--- src/rtl/uart_pkg.sv ---
// Shared UART definitions: FSM state encoding and default bit timing,
// used by both the transmit and receive directions.
package uart_pkg;

  localparam int CLKS_PER_BIT_DEFAULT = 87;

  typedef enum logic [2:0] {
    ST_IDLE    = 3'd0,
    ST_START   = 3'd1,
    ST_DATA    = 3'd2,
    ST_STOP    = 3'd3,
    ST_CLEANUP = 3'd4
  } uart_state_e;

endpackage

--- src/rtl/uart_tx.sv ---
// 8N1 UART transmitter: start bit, 8 data bits LSB first, stop bit,
// then a one-cycle CLEANUP state that pulses tx_done.
module uart_tx
  import uart_pkg::*;
#(
  parameter int CLKS_PER_BIT = CLKS_PER_BIT_DEFAULT
) (
  input  logic       clk,
  input  logic       rst_n,
  input  logic       tx_start,
  input  logic [7:0] tx_data,
  output logic       tx_serial,
  output logic       tx_busy,
  output logic       tx_done
);

  localparam int CNT_W = $clog2(CLKS_PER_BIT);
  localparam logic [CNT_W-1:0] CNT_LAST = CNT_W'(CLKS_PER_BIT - 1);

  uart_state_e      state_q, state_d;
  logic [CNT_W-1:0] cnt_q, cnt_d;
  logic [2:0]       idx_q, idx_d;
  logic [7:0]       hold_q, hold_d;
  logic             serial_q, serial_d;
  logic             busy_q, busy_d;
  logic             done_q, done_d;
  logic             bit_end;

  assign bit_end = (cnt_q == CNT_LAST);

  // Outputs are computed for the next state so every pin comes straight from a flop.
  always_comb begin
    state_d  = state_q;
    cnt_d    = cnt_q;
    idx_d    = idx_q;
    hold_d   = hold_q;
    serial_d = serial_q;
    done_d   = 1'b0;

    case (state_q)
      ST_IDLE: begin
        serial_d = 1'b1;
        cnt_d    = '0;
        idx_d    = '0;
        if (tx_start) begin
          hold_d   = tx_data;
          serial_d = 1'b0;
          state_d  = ST_START;
        end
      end
      ST_START: begin
        if (bit_end) begin
          cnt_d    = '0;
          idx_d    = '0;
          serial_d = hold_q[0];
          state_d  = ST_DATA;
        end else begin
          cnt_d = cnt_q + CNT_W'(1);
        end
      end
      ST_DATA: begin
        if (bit_end) begin
          cnt_d = '0;
          if (idx_q == 3'd7) begin
            serial_d = 1'b1;
            state_d  = ST_STOP;
          end else begin
            idx_d    = idx_q + 3'd1;
            serial_d = hold_q[idx_q + 3'd1];
          end
        end else begin
          cnt_d = cnt_q + CNT_W'(1);
        end
      end
      ST_STOP: begin
        if (bit_end) begin
          cnt_d    = '0;
          done_d   = 1'b1;
          serial_d = 1'b1;
          state_d  = ST_CLEANUP;
        end else begin
          cnt_d = cnt_q + CNT_W'(1);
        end
      end
      ST_CLEANUP: begin
        cnt_d    = '0;
        serial_d = 1'b1;
        state_d  = ST_IDLE;
      end
      default: begin
        cnt_d    = '0;
        idx_d    = '0;
        serial_d = 1'b1;
        state_d  = ST_IDLE;
      end
    endcase

    busy_d = (state_d != ST_IDLE);
  end

  always_ff @(posedge clk) begin
    if (!rst_n) begin
      state_q  <= ST_IDLE;
      cnt_q    <= '0;
      idx_q    <= '0;
      hold_q   <= '0;
      serial_q <= 1'b1;
      busy_q   <= 1'b0;
      done_q   <= 1'b0;
    end else begin
      state_q  <= state_d;
      cnt_q    <= cnt_d;
      idx_q    <= idx_d;
      hold_q   <= hold_d;
      serial_q <= serial_d;
      busy_q   <= busy_d;
      done_q   <= done_d;
    end
  end

  assign tx_serial = serial_q;
  assign tx_busy   = busy_q;
  assign tx_done   = done_q;

endmodule

--- config.mk ---
export PLATFORM = sky130hd
export DESIGN_NAME = uart_tx
export DESIGN_NICKNAME = d
export VERILOG_FILES = /design/src/rtl/uart_pkg.sv /design/src/rtl/uart_tx.sv
export SDC_FILE = /design/constraint.sdc
export NUM_CORES = 1
export LEC_CHECK = 0
export ABC_AREA = 1
export CAP_MARGIN = 0
export CORE_ASPECT_RATIO = 1.4
export CORE_UTILIZATION = 48
export DETAILED_ROUTE_END_ITERATION = 10
export PLACE_DENSITY = 0.73
export SKIP_CTS_REPAIR_TIMING = 1
export SYNTH_ARGS = -nofsm -noshare
export SYNTH_HDL_FRONTEND = slang
export SYNTH_SLANG_ARGS = --single-unit
--- constraint.sdc ---
create_clock -name clk -period 1.3 [get_ports clk]
set_input_delay 0.13 -clock clk [delete_from_list [all_inputs] [get_ports clk]]
set_output_delay 0.13 -clock clk [all_outputs]
set_load 0.01 [all_outputs]
---- After elaboration in Yosys (flattened, before gate mapping) ----
Cells that the tools add are included.
operators by class
  add/sub/neg operators ................... 2
  $mul .................................... 0
  divide/modulo/power cells ............... 0
  $lt $le $gt $ge ......................... 1
  equal/unequal tests ..................... 10
  shift operators ......................... 0
  multiplexer cells ....................... 19
  bitwise logic cells ..................... 3
  reduce and logical (&&, ||, !) cells .... 9
operators by type and width
  kind                                                         number
  two-way mux 3 bit                                            8
  one-hot mux 3 bit (4 select lines)                           1
  one-hot mux 3 bit (3 select lines)                           1
  inequality test 2 bit (second input constant)                4
  adder 7 x 1 -> 7 bit (second input constant)                 1
  equality test 7 bit (second input constant)                  1
  two-way mux 1 bit                                            7
  equality test 3 x 2 -> 1 bit (second input constant)         2
  equality test 3 bit (second input constant)                  2
  OR reduction 3 bit                                           2
  less-than comparator 3 x 4 -> 1 bit (second input constant)  1
  one-hot mux 1 bit (4 select lines)                           1
  AND reduction 2 bit                                          2
  AND reduction 4 bit                                          1
  adder 3 x 1 -> 3 bit (second input constant)                 1
  binary-select mux 1 bit (select 3 bit)                       1
  equality test 3 x 1 -> 1 bit (second input constant)         1
  zero test 3 bit                                              1
  inverter 1 bit                                               3
  AND reduction 3 bit                                          1
  nonzero test 3 bit                                           1
  OR reduction 2 bit                                           1
storage, ports and cells
  flip-flop bits (word level) ............. 24
  bits in latches ......................... 0
  RAM bits ................................ 0
  bits in read-only memories .............. 0
  word-level logic and storage cells ...... 51
  memories ................................ 0

---- Depth between registers and ports, before layout ----
Gate-level depths: netlist of run 1.
  word-level depth ........................ 6
  depth in mapped cells ................... 10
  mapped depth without buffers ............ 10

---- Worst setup path before layout of run 1 ----
OpenSTA, ideal clock, no wires.
  kind .................................... register to register
  start point ............................. register idx_q[0]
  end point ............................... register serial_q, in the netlist tx_serial
  arrival ................................. 1.220 ns
  slack ................................... -0.036 ns
  cell stages (with the launch flop) ...... 9
  buffers on the path ..................... 0
  clock period less this slack ............ 1.336 ns
  cells stage by stage .................... dfxtp_1 > ha_1 > ha_1 > inv_1 > nand3_1 > nand3_1 > nand3_1 > nand2_1 > a21oi_1
on the way
  longest elaborated chain between the ends .. 6
  elaborated cells between the ends (all ways) .. 7
  classes of those cells .................. 1 x add/sub; 1 x eq/ne; 5 x mux
RTL lines
  item                                     line            source
  start, declared                          uart_tx.sv:22   logic [2:0] idx_q, idx_d;
  start signal, assigned                   uart_tx.sv:113  idx_q <= idx_d;
  adder 3 x 1 -> 3 bit                     uart_tx.sv:69   serial_d = hold_q[idx_q + 3'd1];
  binary-select mux 1 bit (select 3 bit)   uart_tx.sv:69
  two-way mux 1 bit (implied by the code)  uart_tx.sv:69
  two-way mux 1 bit (*)                    uart_tx.sv:64   if (idx_q == 3'd7) begin
  two-way mux 1 bit (*)                    uart_tx.sv:62   if (bit_end) begin
  one-hot mux 1 bit (4 select lines) (*)   uart_tx.sv:40   case (state_q)
  end signal, assigned                     uart_tx.sv:115  serial_q <= serial_d;
  end, declared                            uart_tx.sv:24   logic serial_q, serial_d;
Every way passes the cells marked *; elsewhere a longest branch is shown, timed or not. The select of a mux whose other input is x is not followed.
A chain may end at the register's enable or synchronous reset.

---- Worst setup path in the final report of run 1 ----
  start point ............................. register idx_q[1]
  end point ............................... register serial_q, in the netlist tx_serial
Same word-level chain as after synthesis.

==> results of run 1 <==
registers in the layout (all words and copies together), names as in the netlist:
signal,flops
hold_q,8
tx_busy,1
cnt_q,7
idx_q,3
tx_done,1
state_q,3
tx_serial,1
worst max-delay path: stages (launching register included):
cell and delay, ns:
dfxtp_2 0.36, ha_4 0.16, ha_4 0.28, inv_4 0.04, nand3_2 0.06, nand3_2 0.07
nand3_2 0.08, nand2_1 0.05, a21oi_1 0.15
per-layer routing:
metal	up-vias	part of all wire, %	track usage, %	routed length, um
met3	6	2.7	1.813	67
met1	490	41	20.34	1031
met5	-	0	0	0
li1	565	-	-	-
met2	19	54	36.80	1354
met4	0	1.8	11.16	44
cell families after synthesis:
kind of cell	count (synthesis)
buffers and inverters	21
flip-flops	24
AND/OR/NAND/NOR	94
AO/OA/AOI/OAI	17
XOR/XNOR	2
adder cells (fa/ha/maj)	4
stage by stage:
stage | hold slack, ns | area, um2 | total power (W)
3_5_place_dp | 0.4785 | 1364 | 0.001038
5_1_grt | 0.4110 | 1543 | 0.001523
3_3_place_gp | 0.4705 | 1364 | 0.001033
2_1_floorplan | 0.2615 | 1150 | 0.0009479
6_report | 0.3910 | 1543 | 0.001466
4_1_cts | 0.3984 | 1400 | 0.001427
synthesized netlist by cell type (3+ instances only):
library cell	number	area [um2]
dfxtp_1	24	480.5
ha_1	4	50.05
inv_1	14	52.55
inv_2	5	18.77
nand2_1	28	105.1
nand3_1	13	65.06
nand4_1	3	18.77
nor2_1	36	135.1
nor2_2	4	25.02
nor3_1	3	15.01
o21ai_1	12	60.06
power groups by stage:
stage	sequential (W)	combinational (W)	clock (W)
floorplan	0.000815	0.000133	0
global placement	0.000814	0.000219	0
detailed placement	0.000815	0.000223	0
CTS	0.000799	0.000225	0.000404
global route	0.000807	0.000291	0.000425
finish	0.000803	0.000262	0.000402
area by class of cell:
class | count | area [um2] | share of cell area, %
timing repair buffer | 22 | 205.2 | 13.30
sequential | 24 | 489.2 | 31.71
clock buffer | 4 | 36.28 | 2.352
inverter | 19 | 76.32 | 4.947
tap | 22 | 27.53 | 1.784
multi-input combinational | 117 | 708.2 | 45.90
how the worst max path moves through the flow:
stage	endpoint	cells after the start	start
2_1_floorplan	tx_serial	8	idx_q[0]
3_3_place_gp	tx_serial	8	idx_q[0]
3_5_place_dp	tx_serial	8	idx_q[0]
4_1_cts	tx_serial	1	tx_serial
5_1_grt	idx_q[1]	9	cnt_q[0]
6_report	tx_serial	8	idx_q[1]
==> run metrics, run 1 <==
commonest cells after routing, fill and taps aside=33 x nor2_1, 25 x nand2_1, 17 x dfxtp_1; crit share post-route=100.9%; fmax=762.3 MHz; kind of critical path=flip-flop to flip-flop; Synth Area in Compound Gates=7.625%; Final Core Density=69.27%; Max Cap Violations=0; Final WS setup=-0.01180 ns; FF-to-FF End=tx_serial; DRT Wirelength=2497 um; Vias/cell=5.192; Fillers=187; WP data required=1.55 ns; Clock Tree Buf Depth=2; Synth Cell Area=0.001149 mm2; Worst Reg2Reg Path Length in Cells=8; Syn Nets=177; DRC=2; Hold Path End=hold_q[5]; share of cells above drive strength 1=30.65%; worst skew pair latency=0.32 ns; grt ovf=0; Worst-Margin Slew=0.2379 ns; n_diodes=0; Int Pwr=0.001072 W; number of enable flip-flop cells after synthesis=0; number of synthesis warnings=0; Power Dens Cells=950.3 mW/mm2; Post-synth ARST share=0%; Adder-Cell Fraction of Synth Area=4.357%; Worst Hold Class=primary input to flip-flop; XOR/XNOR Fraction of Synth Area=1.525%; first-pass iteration count of the detailed router=7; setup TNS=-0.01180 ns; I/O Buffers=13; simple-gate share of the synthesized area=37.47%; Core Area=0.002227 mm2; run status=finished, violations left; initial core utilization=51.57%; clock skew=0.005280 ns; Final Slew Violations=0; CTS Sinks=24; Hold Vio Cnt, Final=0; global placement routability congestion=0.8727; via count=1080; top_reg_cell synth=dfxtp_1; sequential share of power=54.7%; clock network fraction of total power=27.4%; Sw Share=26.92%; synthesized instance count=162; Startpoint Class=flip-flop; initial antenna violation count=0; Pleak=0.7081 nW; pre-CTS setup slack=-0.02981 ns; Num CTS Buffers=3; flop-to-flop setup slack=-0.01 ns; Seq/Total Area, Yosys=41.83%; Syn Area/Cell=7.090 um2; clock-pin slew on the worst setup and hold paths=0.13 ns; Routed Antenna Nets=0; area grow syn2layout=34.31%; DIE AREA=0.002595 mm2; Tot GR Track Use=19.40%; placed cell count=204; Cell variety after synth=22; Final setup viols=1; H-tree depth=1; WL/cell=12.00 um; post-synthesis mux area share=0%; RSZ-0062 raised after global routing=true; Root Driver=clkbuf_4; #FFs+latches synth=24; largest family of logic cells by synthesized area=simple AND/OR/NAND/NOR gates; worst r2r src=idx_q[1]; Finished Layout Cells=208; peak supply drop=742.0 uV; WHS Path Cells=3; largest net degree at the start of global routing=15; CP Max Fanout=3; global-route wire length before repair=3822 um; vias in the first global route=1017; Psw=0.0003946 W; Rows=20; initial drt markers=48; worst rel slew slack=84.00%; Period minus WS final=1.312 ns; HP Start=tx_data[5]; die width=43.34 um; TritonCTS clock tree=done; Die Y=59.88 um; CP endpoint kind=flip-flop; Comb pwr share=17.9%; Top Ports=14; dpl hpwl=1766 um; fin nets=202; violated checks=design-rule violations, negative setup slack; commonest non-fill, non-tap cell in the layout=nor2_1; Arr. time, crit path=1.57 ns
Note: power is estimated with default switching activity, not from simulation.
==> run 2: changes to the inputs <==
--- a/config.mk
+++ b/config.mk
@@ -7,10 +7,11 @@
 export LEC_CHECK = 0
 export ABC_AREA = 1
 export CAP_MARGIN = 0
-export CORE_ASPECT_RATIO = 1.4
-export CORE_UTILIZATION = 48
+export CORE_ASPECT_RATIO = 0.7
+export CORE_UTILIZATION = 53
 export DETAILED_ROUTE_END_ITERATION = 10
-export PLACE_DENSITY = 0.73
+export GPL_ROUTABILITY_DRIVEN = 0
+export PLACE_DENSITY = 0.77
 export SKIP_CTS_REPAIR_TIMING = 1
 export SYNTH_ARGS = -nofsm -noshare
 export SYNTH_HDL_FRONTEND = slang
==> constraint.sdc (replaced) <==
create_clock -name clk -period 1.48 [get_ports clk]
set_input_delay 0.148 -clock clk [delete_from_list [all_inputs] [get_ports clk]]
set_output_delay 0.148 -clock clk [all_outputs]
set_load 0.01 [all_outputs]
==> run metrics, run 2 (synthesis results as in run 1) <==
CTS Sinks=24 (unchanged); share of cells above drive strength 1=14.36% (was 30.65%); grt ovf=0 (unchanged); clock-pin slew on the worst setup and hold paths=0.13 ns (about the same); n_diodes=0 (unchanged); Hold Vio Cnt, Final=0 (unchanged); worst skew pair latency=0.32 ns (about the same); Startpoint Class=flip-flop (unchanged); WHS Path Cells=3 (unchanged); Max Cap Violations=0 (unchanged); I/O Buffers=13 (unchanged); commonest non-fill, non-tap cell in the layout=nor2_1 (unchanged); Final setup viols=0 (was 1); initial drt markers=39 (was 48); commonest cells after routing, fill and taps aside=36 x nor2_1, 28 x nand2_1, 22 x dfxtp_1 (was 33 x nor2_1, 25 x nand2_1, 17 x dfxtp_1); H-tree depth=1 (unchanged); Final Core Density=69.87% (was 69.27%); flop-to-flop setup slack=0.12 ns (was -0.01 ns); Top Ports=14 (unchanged); initial antenna violation count=0 (unchanged); kind of cell adding the most delay to the critical path=adder cells (unchanged); area grow syn2layout=18.74% (was 34.31%); Worst-Margin Slew=0.2231 ns (was 0.2379 ns); Worst Reg2Reg Path Length in Cells=8 (unchanged); run status=finished clean (was finished, violations left); CP max stage cell=dfxtp_1 (was dfxtp_2); WP data required=1.70 ns (was 1.55 ns); HP Start=tx_data[0] (was tx_data[5]); FF-to-FF End=tx_serial (unchanged); Rows=13 (was 20); largest registers=hold_q (8), cnt_q (7) (unchanged); Final WS setup=0.1181 ns (was -0.01180 ns); critical path cell sequence=ha_1 -> ha_1 -> inv_1 -> nand3_1 -> nand3_1 -> nand3_1 -> nand2_1 -> a21oi_1 (was ha_4 -> ha_4 -> inv_4 -> nand3_2 -> nand3_2 -> nand3_2 -> nand2_1 -> a21oi_1); DRC=0 (was 2); Root Driver=clkbuf_4 (unchanged); die width=57.64 um (was 43.34 um); max reg flops=8 (unchanged); crit share post-route=92.02% (was 100.9%); Period minus WS final=1.362 ns (was 1.312 ns); CP Max Fanout=3 (unchanged); Pleak=0.5925 nW (was 0.7081 nW); crit-path max cell delay=0.33 ns (was 0.36 ns); fmax=734.3 MHz (was 762.3 MHz); Final Slew Violations=0 (unchanged); Die Y=40.95 um (was 59.88 um); global-route wire length before repair=3781 um (was 3822 um); pre-CTS setup slack=0.1248 ns (was -0.02981 ns); WL/cell=11.49 um (was 12.00 um); via count=1063 (was 1080); Fin Hold WS=0.4118 ns (was 0.3910 ns); first-pass iteration count of the detailed router=4 (was 7); RSZ-0062 raised after global routing=false (was true); worst r2r src=idx_q[0] (was idx_q[1]); Largest Register=hold_q (unchanged); initial core utilization=58.85% (was 51.57%); CP endpoint kind=flip-flop (unchanged); largest net degree at the start of global routing=15 (unchanged); DRT Wirelength=2332 um (was 2497 um); worst rel slew slack=85.01% (was 84.00%); CP Buf/Inv Count=1 (unchanged); kind of critical path=flip-flop to flip-flop (unchanged); vias in the first global route=826 (was 1017); setup TNS=0 ns (was -0.01180 ns); Vias/cell=5.236 (was 5.192); Routed Antenna Nets=0 (unchanged); dpl hpwl=1834 um (was 1766 um); clock skew=0.005322 ns (was 0.005280 ns); Core Area=0.001952 mm2 (was 0.002227 mm2); Power Dens Cells=909.1 mW/mm2 (was 950.3 mW/mm2); fin nets=197 (was 202); Tot GR Track Use=22.41% (was 19.40%); Hold Path End=hold_q[0] (was hold_q[5]); Num CTS Buffers=3 (unchanged); TritonCTS clock tree=done (unchanged); Arr. time, crit path=1.59 ns (was 1.57 ns); peak supply drop=406.0 uV (was 742.0 uV); Worst Hold Class=primary input to flip-flop (unchanged); DIE AREA=0.002360 mm2 (was 0.002595 mm2); most used cell, CP=nand3_1 (was nand3_2); Clock Tree Buf Depth=2 (unchanged)
-- run 2: cell count changes in the layout (fill, tap and decap cells not counted), moves of 4 or more --
cell / delta
buf_4: -5
dfxtp_1: +5
dfxtp_2: -5
nand3_1: +5
inv_1: +4
nand3_2: -4
-- run 2: per-stage QoR --
step / instance area (um2) / total power (W) / cells
after floorplan: 1149 / 0.0008316 / 162
after global placement: 1318 / 0.0008988 / 198
after detailed placement: 1318 / 0.0009063 / 198
after CTS: 1354 / 0.001254 / 202
after global routing: 1364 / 0.001300 / 203
final: 1364 / 0.001240 / 203
-- run 2: layout make-up --
cell class,instances,area [um2]
inverter,19,71.32
multi-input combinational,117,585.6
clock buffer,4,36.28
sequential,24,483.0
fill,162,588.1
timing repair buffer,17,160.2
tap,22,27.53
-- run 2: metal layers --
metal | part of all wire [%] | up-vias | track usage (%)
met2 | 41 | 24 | 33.72
met5 | 0 | - | 0
met3 | 5.0 | 5 | 5.678
met1 | 53 | 475 | 31.32
li1 | - | 559 | -
met4 | 1.3 | 0 | 7.927
-- run 2: tightest hold or removal path, delay by kind of cell --
kind / cells / cell delay [ns]
buffers and inverters: 1 / 0.39
AOI/OAI and AO/OA: 1 / 0.12
and+or+nand+nor: 1 / 0.04
-- run 2: report_power, final --
group / leakage, nW / internal [W] / switching [W]
combinational: 0.374 / 0.0000866 / 0.000104
clock: 0.0210 / 0.000151 / 0.000196
sequential: 0.198 / 0.000681 / 0.0000222
-- run 2: how the worst max path moves through the flow --
stage | startpoint | endpoint | slack [ns] | depth (start not counted)
final | idx_q[0] | tx_serial | 0.12 | 8
after global routing | cnt_q[0] | idx_q[2] | 0.005 | 10
after CTS | cnt_q[0] | idx_q[2] | 0.1 | 10
after detailed placement | cnt_q[0] | idx_q[2] | 0.12 | 10
after global placement | idx_q[0] | tx_serial | 0.14 | 8
after floorplan | idx_q[0] | tx_serial | 0.14 | 8
